## src/rtl/ps2_keyboard_if.sv

```systemverilog
// Signal bundle between a PS/2 connector and the Hack keyboard register slot.
// master is the receiver side; slave is the device/consumer side.
interface ps2_keyboard_if;
  logic        ps2_clk;
  logic        ps2_data;
  logic [15:0] key_code;
  logic        key_event;
  logic        frame_err;

  modport master (
    input  ps2_clk,
    input  ps2_data,
    output key_code,
    output key_event,
    output frame_err
  );

  modport slave (
    output ps2_clk,
    output ps2_data,
    input  key_code,
    input  key_event,
    input  frame_err
  );
endinterface

```

## src/rtl/ps2_keyboard.sv

```systemverilog
// PS/2 keyboard receiver: filtered frame deserialiser plus scan-code set 2 decoder
// producing a Hack KBD value (held key code, 0 when no key is held).
module ps2_keyboard #(
  parameter int unsigned FILTER_LEN = 8,
  parameter int unsigned TIMEOUT    = 5000
) (
  input  logic           clk,
  input  logic           reset,
  ps2_keyboard_if.master bus
);

  localparam int unsigned FltW = $clog2(FILTER_LEN + 1);
  localparam int unsigned TmrW = $clog2(TIMEOUT + 1);

  typedef enum logic [1:0] {StIdle, StData, StParity, StStop} state_e;

  // Bit 0 is the clock line, bit 1 the data line.
  logic [1:0]      sync0_q, sync1_q, filt_q;
  logic [FltW-1:0] flt_cnt_q [2];
  logic            clk_prev_q;
  logic            strobe, sdata;

  always_ff @(posedge clk or posedge reset) begin
    if (reset) begin
      sync0_q    <= 2'b11;
      sync1_q    <= 2'b11;
      filt_q     <= 2'b11;
      clk_prev_q <= 1'b1;
      for (int i = 0; i < 2; i++) flt_cnt_q[i] <= '0;
    end else begin
      sync0_q    <= {bus.ps2_data, bus.ps2_clk};
      sync1_q    <= sync0_q;
      clk_prev_q <= filt_q[0];
      for (int i = 0; i < 2; i++) begin
        if (sync1_q[i] == filt_q[i]) begin
          flt_cnt_q[i] <= '0;
        end else if (flt_cnt_q[i] == FltW'(FILTER_LEN - 1)) begin
          filt_q[i]    <= sync1_q[i];
          flt_cnt_q[i] <= '0;
        end else begin
          flt_cnt_q[i] <= flt_cnt_q[i] + 1'b1;
        end
      end
    end
  end

  assign strobe = clk_prev_q & ~filt_q[0];
  assign sdata  = filt_q[1];

  state_e          state_q, state_d;
  logic [2:0]      bit_cnt_q, bit_cnt_d;
  logic [7:0]      shift_q, shift_d;
  logic            parity_q, parity_d;
  logic [TmrW-1:0] timer_q, timer_d;
  logic            err_d, ready_d, byte_ready_q;

  always_ff @(posedge clk or posedge reset) begin
    if (reset) begin
      state_q      <= StIdle;
      bit_cnt_q    <= '0;
      shift_q      <= '0;
      parity_q     <= 1'b0;
      timer_q      <= '0;
      byte_ready_q <= 1'b0;
    end else begin
      state_q      <= state_d;
      bit_cnt_q    <= bit_cnt_d;
      shift_q      <= shift_d;
      parity_q     <= parity_d;
      timer_q      <= timer_d;
      byte_ready_q <= ready_d;
    end
  end

  always_comb begin
    state_d   = state_q;
    bit_cnt_d = bit_cnt_q;
    shift_d   = shift_q;
    parity_d  = parity_q;
    timer_d   = timer_q;
    err_d     = 1'b0;
    ready_d   = 1'b0;
    if (strobe) begin
      timer_d = '0;
      unique case (state_q)
        StIdle: begin
          if (!sdata) begin
            state_d   = StData;
            bit_cnt_d = '0;
          end
        end
        StData: begin
          shift_d   = {sdata, shift_q[7:1]};
          bit_cnt_d = bit_cnt_q + 3'd1;
          if (bit_cnt_q == 3'd7) state_d = StParity;
        end
        StParity: begin
          parity_d = sdata;
          state_d  = StStop;
        end
        StStop: begin
          if (sdata && (^{shift_q, parity_q})) ready_d = 1'b1;
          else                                err_d   = 1'b1;
          state_d = StIdle;
        end
      endcase
    end else if (state_q != StIdle) begin
      if (timer_q == TmrW'(TIMEOUT)) begin
        err_d   = 1'b1;
        state_d = StIdle;
        timer_d = '0;
      end else begin
        timer_d = timer_q + 1'b1;
      end
    end
  end

  // Set-2 to Hack translation; 0 marks an unmapped code.
  function automatic logic [15:0] xlate(input logic ext, input logic [7:0] b);
    logic [15:0] c;
    c = 16'd0;
    case ({ext, b})
      9'h01C: c = 16'd65;  9'h032: c = 16'd66;  9'h021: c = 16'd67;  9'h023: c = 16'd68;
      9'h024: c = 16'd69;  9'h02B: c = 16'd70;  9'h034: c = 16'd71;  9'h033: c = 16'd72;
      9'h043: c = 16'd73;  9'h03B: c = 16'd74;  9'h042: c = 16'd75;  9'h04B: c = 16'd76;
      9'h03A: c = 16'd77;  9'h031: c = 16'd78;  9'h044: c = 16'd79;  9'h04D: c = 16'd80;
      9'h015: c = 16'd81;  9'h02D: c = 16'd82;  9'h01B: c = 16'd83;  9'h02C: c = 16'd84;
      9'h03C: c = 16'd85;  9'h02A: c = 16'd86;  9'h01D: c = 16'd87;  9'h022: c = 16'd88;
      9'h035: c = 16'd89;  9'h01A: c = 16'd90;
      9'h045: c = 16'd48;  9'h016: c = 16'd49;  9'h01E: c = 16'd50;  9'h026: c = 16'd51;
      9'h025: c = 16'd52;  9'h02E: c = 16'd53;  9'h036: c = 16'd54;  9'h03D: c = 16'd55;
      9'h03E: c = 16'd56;  9'h046: c = 16'd57;
      9'h029: c = 16'd32;  9'h05A: c = 16'd128; 9'h066: c = 16'd129; 9'h076: c = 16'd140;
      9'h16B: c = 16'd130; 9'h175: c = 16'd131; 9'h174: c = 16'd132; 9'h172: c = 16'd133;
      9'h171: c = 16'd139;
      default: c = 16'd0;
    endcase
    return c;
  endfunction

  logic        ext_q, brk_q, key_event_q, frame_err_q;
  logic [15:0] key_code_q, code;

  assign code = xlate(ext_q, shift_q);

  always_ff @(posedge clk or posedge reset) begin
    if (reset) begin
      ext_q       <= 1'b0;
      brk_q       <= 1'b0;
      key_code_q  <= '0;
      key_event_q <= 1'b0;
      frame_err_q <= 1'b0;
    end else begin
      key_event_q <= 1'b0;
      frame_err_q <= err_d;
      if (err_d) begin
        ext_q <= 1'b0;
        brk_q <= 1'b0;
      end else if (byte_ready_q) begin
        if (shift_q == 8'hE0) begin
          ext_q <= 1'b1;
        end else if (shift_q == 8'hF0) begin
          brk_q <= 1'b1;
        end else begin
          ext_q <= 1'b0;
          brk_q <= 1'b0;
          if (code != 16'd0) begin
            if (!brk_q) begin
              key_code_q  <= code;
              key_event_q <= 1'b1;
            end else if (code == key_code_q) begin
              key_code_q  <= '0;
              key_event_q <= 1'b1;
            end
          end
        end
      end
    end
  end

  assign bus.key_code  = key_code_q;
  assign bus.key_event = key_event_q;
  assign bus.frame_err = frame_err_q;

endmodule

```

## src/flat_wrapper.sv

```systemverilog
// flat-port wrapper written by rule: the top's interface ports become plain ports
module ps2_keyboard_flat 
#(
  parameter int unsigned FILTER_LEN = 8,
  parameter int unsigned TIMEOUT    = 5000
)
  (clk, reset, bus_ps2_clk, bus_ps2_data, bus_key_code, bus_key_event, bus_frame_err);
  ps2_keyboard_if bus_i ();
  input  logic clk;
  input  logic reset;
  input wire logic [$bits(bus_i.ps2_clk)-1:0] bus_ps2_clk;
  input wire logic [$bits(bus_i.ps2_data)-1:0] bus_ps2_data;
  output wire logic [$bits(bus_i.key_code)-1:0] bus_key_code;
  output wire logic [$bits(bus_i.key_event)-1:0] bus_key_event;
  output wire logic [$bits(bus_i.frame_err)-1:0] bus_frame_err;
  assign bus_i.ps2_clk = bus_ps2_clk;
  assign bus_i.ps2_data = bus_ps2_data;
  assign bus_key_code = bus_i.key_code;
  assign bus_key_event = bus_i.key_event;
  assign bus_frame_err = bus_i.frame_err;
  ps2_keyboard #(.FILTER_LEN(FILTER_LEN), .TIMEOUT(TIMEOUT)) u_core (.clk(clk), .reset(reset), .bus(bus_i));
endmodule
```

## config.mk

```make
export PLATFORM = sky130hd
export DESIGN_NAME = ps2_keyboard_flat
export DESIGN_NICKNAME = d
export VERILOG_FILES = /design/src/rtl/ps2_keyboard_if.sv /design/src/rtl/ps2_keyboard.sv /design/src/flat_wrapper.sv
export SDC_FILE = /design/constraint.sdc
export NUM_CORES = 1
export LEC_CHECK = 0
export CORE_AREA = 5 5 102 104
export CTS_CLUSTER_DIAMETER = 40
export DETAILED_ROUTE_END_ITERATION = 7
export DIE_AREA = 0 0 107 109
export PLACE_DENSITY = 0.54
export SLEW_MARGIN = 20
export SYNTH_ARGS = -nofsm -noshare
export SYNTH_HDL_FRONTEND = slang
export SYNTH_SLANG_ARGS = --single-unit
```

## constraint.sdc

```tcl
create_clock -name clk -period 2.83 [get_ports clk]
set_input_delay 0.4245 -clock clk [delete_from_list [all_inputs] [get_ports clk]]
set_output_delay 0.4245 -clock clk [all_outputs]
set_load 0.02 [all_outputs]
```

Word-level counts from Yosys, hierarchy flattened:

Cells that the tools add are included.

* register bits after elaboration: 63
* input port bits: 4
* output and inout bits: 18
* word-level logic and storage cells: 151

* $add $sub $neg: 4
* eq/ne operators: 63
* mux-type cells: 41
* bitwise operators: 7
* reduce and logical (&&, ||, !) cells: 18

Operator list (number)
* $pmux W8 S45: 1
* $eq A9 B6 Y1 const B: 23
* $eq A9 B7 Y1 const B: 10
* $eq A9 B5 Y1 const B: 7
* $eq A9 B9 Y1 const B: 5
* $mux W13: 3
* $mux W16: 2
* $mux W1: 23
* $eq A8 B16 Y1: 1
* $eq A8 B8 Y1 const B: 2
* $mux W4: 4
* $reduce_bool A16 Y1: 1
* $add A13 B1 Y13 const B: 1
* $eq A13 B13 Y1 const B: 1
* $reduce_and A2 Y1: 6
* $mux W2: 5
* $reduce_bool A2 Y1: 5
* $reduce_xor A9 Y1: 1
* $add A4 B1 Y4 const B: 2
* $eq A4 B3 Y1 const B: 2
* $pmux W2 S4: 1
* $ne A3 B3 Y1 const B: 2
* $not A1 Y1: 6
* $pmux W3 S2: 1
* 15 further kinds: 18

Depth between registers and ports, before layout:

* word-level depth: 10
* mapped depth: 12
* gate-level depth less buffers: 9

Least setup slack after synthesis:

OpenSTA, ideal clock, no wires.

* path kind: reg-to-reg
* start: reg u_core.shift_q[6]
* end: reg u_core.key_code_q[0], in the netlist u_core.bus.key_code[0]
* setup time: 0.136 ns
* arrival: 2.801 ns
* required time: 2.694 ns
* slack: -0.108 ns
* cell stages (with the launch flop): 11
* buffers on the path: 2
* period minus slack after synthesis: 2.938 ns
* path through: dfrtp_1 -> buf_6 -> or3_1 -> buf_2 -> or4_1 -> nand3_1 -> nor3_1 -> a311o_1 -> or4_4 -> o21ai_4 -> o22ai_1

* longest elaborated chain between the ends: 7
* elaborated cells between the ends (all ways): 61
* those cells by class: eq/ne (49); mux (5); bitwise (3); reduce/logical (4)

Ends and longest elaborated chain
* from (decl): line ps2_keyboard.sv:52 `logic [7:0] shift_q, shift_d;`
* from (signal assigned): line ps2_keyboard.sv:68 `shift_q <= shift_d;`
* parallel branches: the longest is 7 deep, another holds $pmux W8 S45
* to (signal assigned): line ps2_keyboard.sv:169 `key_code_q <= code;`
* to (decl): line ps2_keyboard.sv:142 `logic [15:0] key_code_q, code;`

Parallel ways; which one is timed is not known.
A chain may end at the register's enable or synchronous reset.

Worst setup path after layout:

* start: reg u_core.shift_q[4]
* end: reg u_core.key_code_q[0], in the netlist u_core.bus.key_code[0]

Same word-level chain as after synthesis.

==> flow_summary.toml <==
[timing]
hold_viol = 0
setup_viol = 9
final.period_utilization_pct = 102.2
timing.final.ws_setup_ps = -63.52
timing.max_slew.rel_slack_pct = 60.99
slew_violations = 0
final.hold.worst_slack_ps = 349.7
skew_ps = 14.25
rsz0062_at_grt = "yes"
fin_tns_setup_ps = -283.6
worstMarginPinSlew_ps = 584.3
period_needed_ps = 2894
max_clk_rate_mhz = 345.6

[hold_path]
hold_path.class = "flip-flop to flip-flop"

[grt]
grt_pass1_vias = 3356
grt_pass1_wl_microns = 15640
number_of_antenna_violations_at_the_first_check_in_global_routing = 0
grt_usage_pct = 16.54
gr-total-overflow = 0
maximum_number_of_pins_on_one_net_before_global_route_repair = 30

[logic_synthesis]
ys_seq_elements = 55
async_set_or_reset_flop_fraction_in_the_synthesized_netlist_pct = 100.0
dominant_register_cell_in_the_synthesized_netlist = "sky130_fd_sc_hd__dfrtp_1"
post-synth-top-area-fraction_pct = 33.21
yosysSeqAreaShare_pct = 38.29
synth.area.mux_share_pct = 3.978
synthesis.area_sq_um = 3617
synth.largest_area_cell = "sky130_fd_sc_hd__dfrtp_1"
synth_compound_area_share_pct = 14.53
synth_top_family_by_area = "simple AND/OR/NAND/NOR gates"
syn_avg_cell_area_sq_um = 8.695
ys_warn_count = 0
synth-edff-count = 0
yosys-top-cells-area = "sky130_fd_sc_hd__dfrtp_1 (33%), sky130_fd_sc_hd__dfstp_2 (5.1%), sky130_fd_sc_hd__xnor2_1 (4.4%)"
number_of_unique_standard_cell_types_used_by_synthesis = 66
yosys.area_share.simple_pct = 25.63
syn-instance-count = 416
arithmetic_cell_share_of_the_synthesized_area_counting_full_adders_half_adders_and_majority_gates_pct = 3.459
synthXorXnorAreaFrac_pct = 6.676

[clock_network]
htree_num_levels = 2
worst_skew_pair_latency_ps = 310
cts.sink_count = 55
hold_buffers = 0
clock_root_buffer = "sky130_fd_sc_hd__clkbuf_8"
cts-root-to-sink-buffers = 2
worst_setup_hold_path_clk_slew_ps = 100
tritoncts_buffer_count = 5
tritoncts = "done"

[finish]
design.final.nets = 519
most-common-layout-cells = "sky130_fd_sc_hd__buf_4 (89), sky130_fd_sc_hd__dfrtp_1 (44), sky130_fd_sc_hd__nor2_1 (38)"
most_common_library_cell_in_the_layout_ignoring_fill_and_taps = "sky130_fd_sc_hd__buf_4"
final.fill_count = 925
num_antenna_cells = 0
area_growth_pct = 29.75
layout-drive-gt1-share_pct = 29.45

[placed_design]
numPortBuffers = 13
preCtsSetupSlack_ps = -234.1
place_congestion = 0.9038
dpl.hpwl_microns = 6925

[run]
drv_cap = 0

[worst_setup_path]
path_class = "flip-flop to flip-flop"
worst_setup_path_start_kind = "flip-flop"
cp_max_fo = 5
end_kind = "flip-flop"
cp.arrival_ps = 3070
critPathRequiredTime_ps = 3010

[power]
seq_power_share_pct = 46.4
design_power_total_mw = 2.272
p_clk_share_pct = 22.9
net-switching-power_uw = 771.7
cellPowerDensity_nw_per_um2 = 484.1
p_comb_share_pct = 30.7
p_int_mw = 1.501
power.share.switching_pct = 33.96
static-leakage-power_nw = 2.074
power.ir.vdd_worst_v = 0.0003900

[routing]
pre_antenna_drt_iters = 4
drtIter0Drc = 141
total_number_of_vias = 3300
avgRoutedWirePerCell_microns = 14.83
route.final.wire_length_microns = 9192
post-route-drc-count = 0
postRouteAntennaNets = 0
drt-vias-per-instance = 5.323

[die]
die_w_microns = 107
initial_core_util_pct = 38.24
die_y_microns = 109
ios = 22
area_enclosed_by_the_die_boundary_sq_um = 11660
rows = 36
placeableCoreArea_sq_um = 9459

[run_status]
violations_in_the_final_reports = "negative setup slack"
run_status = "finished, violations left"
## stage by stage
| step | cells | util [%] | instance area (sq um) |
|---|---|---|---|
| global route | 620 | 49.62 | 4693 |
| global placement | 600 | 46.32 | 4382 |
| CTS | 618 | 49.18 | 4652 |
| detailed placement | 600 | 46.32 | 4382 |
| finish | 620 | 49.62 | 4693 |
| floorplan | 423 | - | 3662 |
## cells by family (layout without fill, tap and decap cells)
kind of cell,after synthesis,in the layout
simple gates,174,174
compound gates,81,82
buf+inv,56,138
flops,55,55
xor+xnor,26,26
mux,13,13
fa+ha+maj,10,10
other cells,1,8
## synth_stat cells, drive strengths merged (2+ instances only)
cell type and n:
a21boi 3, a21oi 23, a22oi 2, a31oi 3, a32oi 2, and3 6
and3b 3, and4 2, buf 24, clkbuf 10, dfrtp 48, dfstp 7
ha 10, inv 21, mux2 11, mux2i 2, nand2 34, nand2b 9
nand3 16, nand4 4, nand4b 3, nor2 41, nor2b 10, nor3 15
nor3b 4, nor4 8, nor4b 2, o2111ai 2, o211ai 4, o21ai 21
o22ai 6, o2bb2ai 2, o32ai 2, or2 2, or3 5, or4 4
or4b 2, xnor2 18, xor2 7
## final timing paths
check / startpoint / to / slack (ps) / depth (start not counted)
min in group asynchronous: reset / u_core.flt_cnt_q[5]$_DFF_PP0_ / 490 / 2
setup / recovery: u_core.shift_q[4]$_DFFE_PP0P_ / u_core.bus.key_code[0]$_DFFE_PP0P_ / -60 / 10
hold reg to reg: u_core.sync0_q[1]$_DFF_PP1_ / u_core.sync1_q[1]$_DFF_PP1_ / 350 / 0
hold / removal: u_core.sync0_q[1]$_DFF_PP1_ / u_core.sync1_q[1]$_DFF_PP1_ / 350 / 0
setup reg to reg: u_core.shift_q[4]$_DFFE_PP0P_ / u_core.bus.key_code[0]$_DFFE_PP0P_ / -60 / 10
max in group asynchronous: reset / u_core.sync1_q[0]$_DFF_PP1_ / 1620 / 3
## state kept, by name, indices dropped and copies added, names as in the netlist
name                  flops
u_core.byte_ready_q       1
u_core.flt_cnt_q          8
u_core.clk_prev_q         1
u_core.sync0_q            2
u_core.bit_cnt_q          3
u_core.ext_q              1
u_core.state_q            2
u_core.filt_q             2
u_core.bus.key_code       8
u_core.brk_q              1
u_core.parity_q           1
u_core.timer_q           13
u_core.bus.key_event      1
u_core.shift_q            8
u_core.bus.frame_err      1
u_core.sync1_q            2
## timing repair
action	4_1_cts	5_1_grt
resized for setup	18	6
setup endpoints to repair	9	9
pin swaps	3	0
setup buffers	9	2
endpoints found under the hold margin	0	0
cloned	1	0
## cell type report
| type | count | area (sq um) | share of cell area [%] |
|---|---|---|---|
| Clock inverter | 2 | 37.54 | 0.7998 |
| Multi-Input combinational cell | 313 | 2098 | 44.71 |
| Clock buffer | 6 | 72.57 | 1.546 |
| Tap cell | 114 | 142.6 | 3.039 |
| Inverter | 22 | 82.58 | 1.760 |
| Sequential cell | 55 | 1390 | 29.62 |
| Timing Repair Buffer | 108 | 869.6 | 18.53 |
## worst max-delay path, stage by stage, from the launching register on
cell	delay (ps)
sky130_fd_sc_hd__dfrtp_1	420
sky130_fd_sc_hd__or4b_4	600
sky130_fd_sc_hd__nor2_2	190
sky130_fd_sc_hd__a21oi_2	80
sky130_fd_sc_hd__o211ai_1	120
sky130_fd_sc_hd__buf_4	160
sky130_fd_sc_hd__nor3_2	50
sky130_fd_sc_hd__a311o_1	370
sky130_fd_sc_hd__or4_4	450
sky130_fd_sc_hd__o21ai_4	230
sky130_fd_sc_hd__o22ai_1	100
## power by group through the flow
stage / logic [mW] / clock network [mW] / registers (mW)
3_3_place_gp: 0.685 / 0 / 1.06
5_1_grt: 0.801 / 0.575 / 1.08
3_5_place_dp: 0.693 / 0 / 1.07
6_report: 0.698 / 0.520 / 1.05
2_1_floorplan: 0.523 / 0 / 1.03
4_1_cts: 0.703 / 0.545 / 1.05
## metal layers
layer	vias to the layer above	GRT usage, %	wire, microns
met5	-	0	0
met4	0	4.749	153
met3	14	2.427	357
met2	87	29.27	4520
met1	1570	21.04	4160
li1	1629	-	-
No activity file was read; power rests on OpenSTA's default activity.
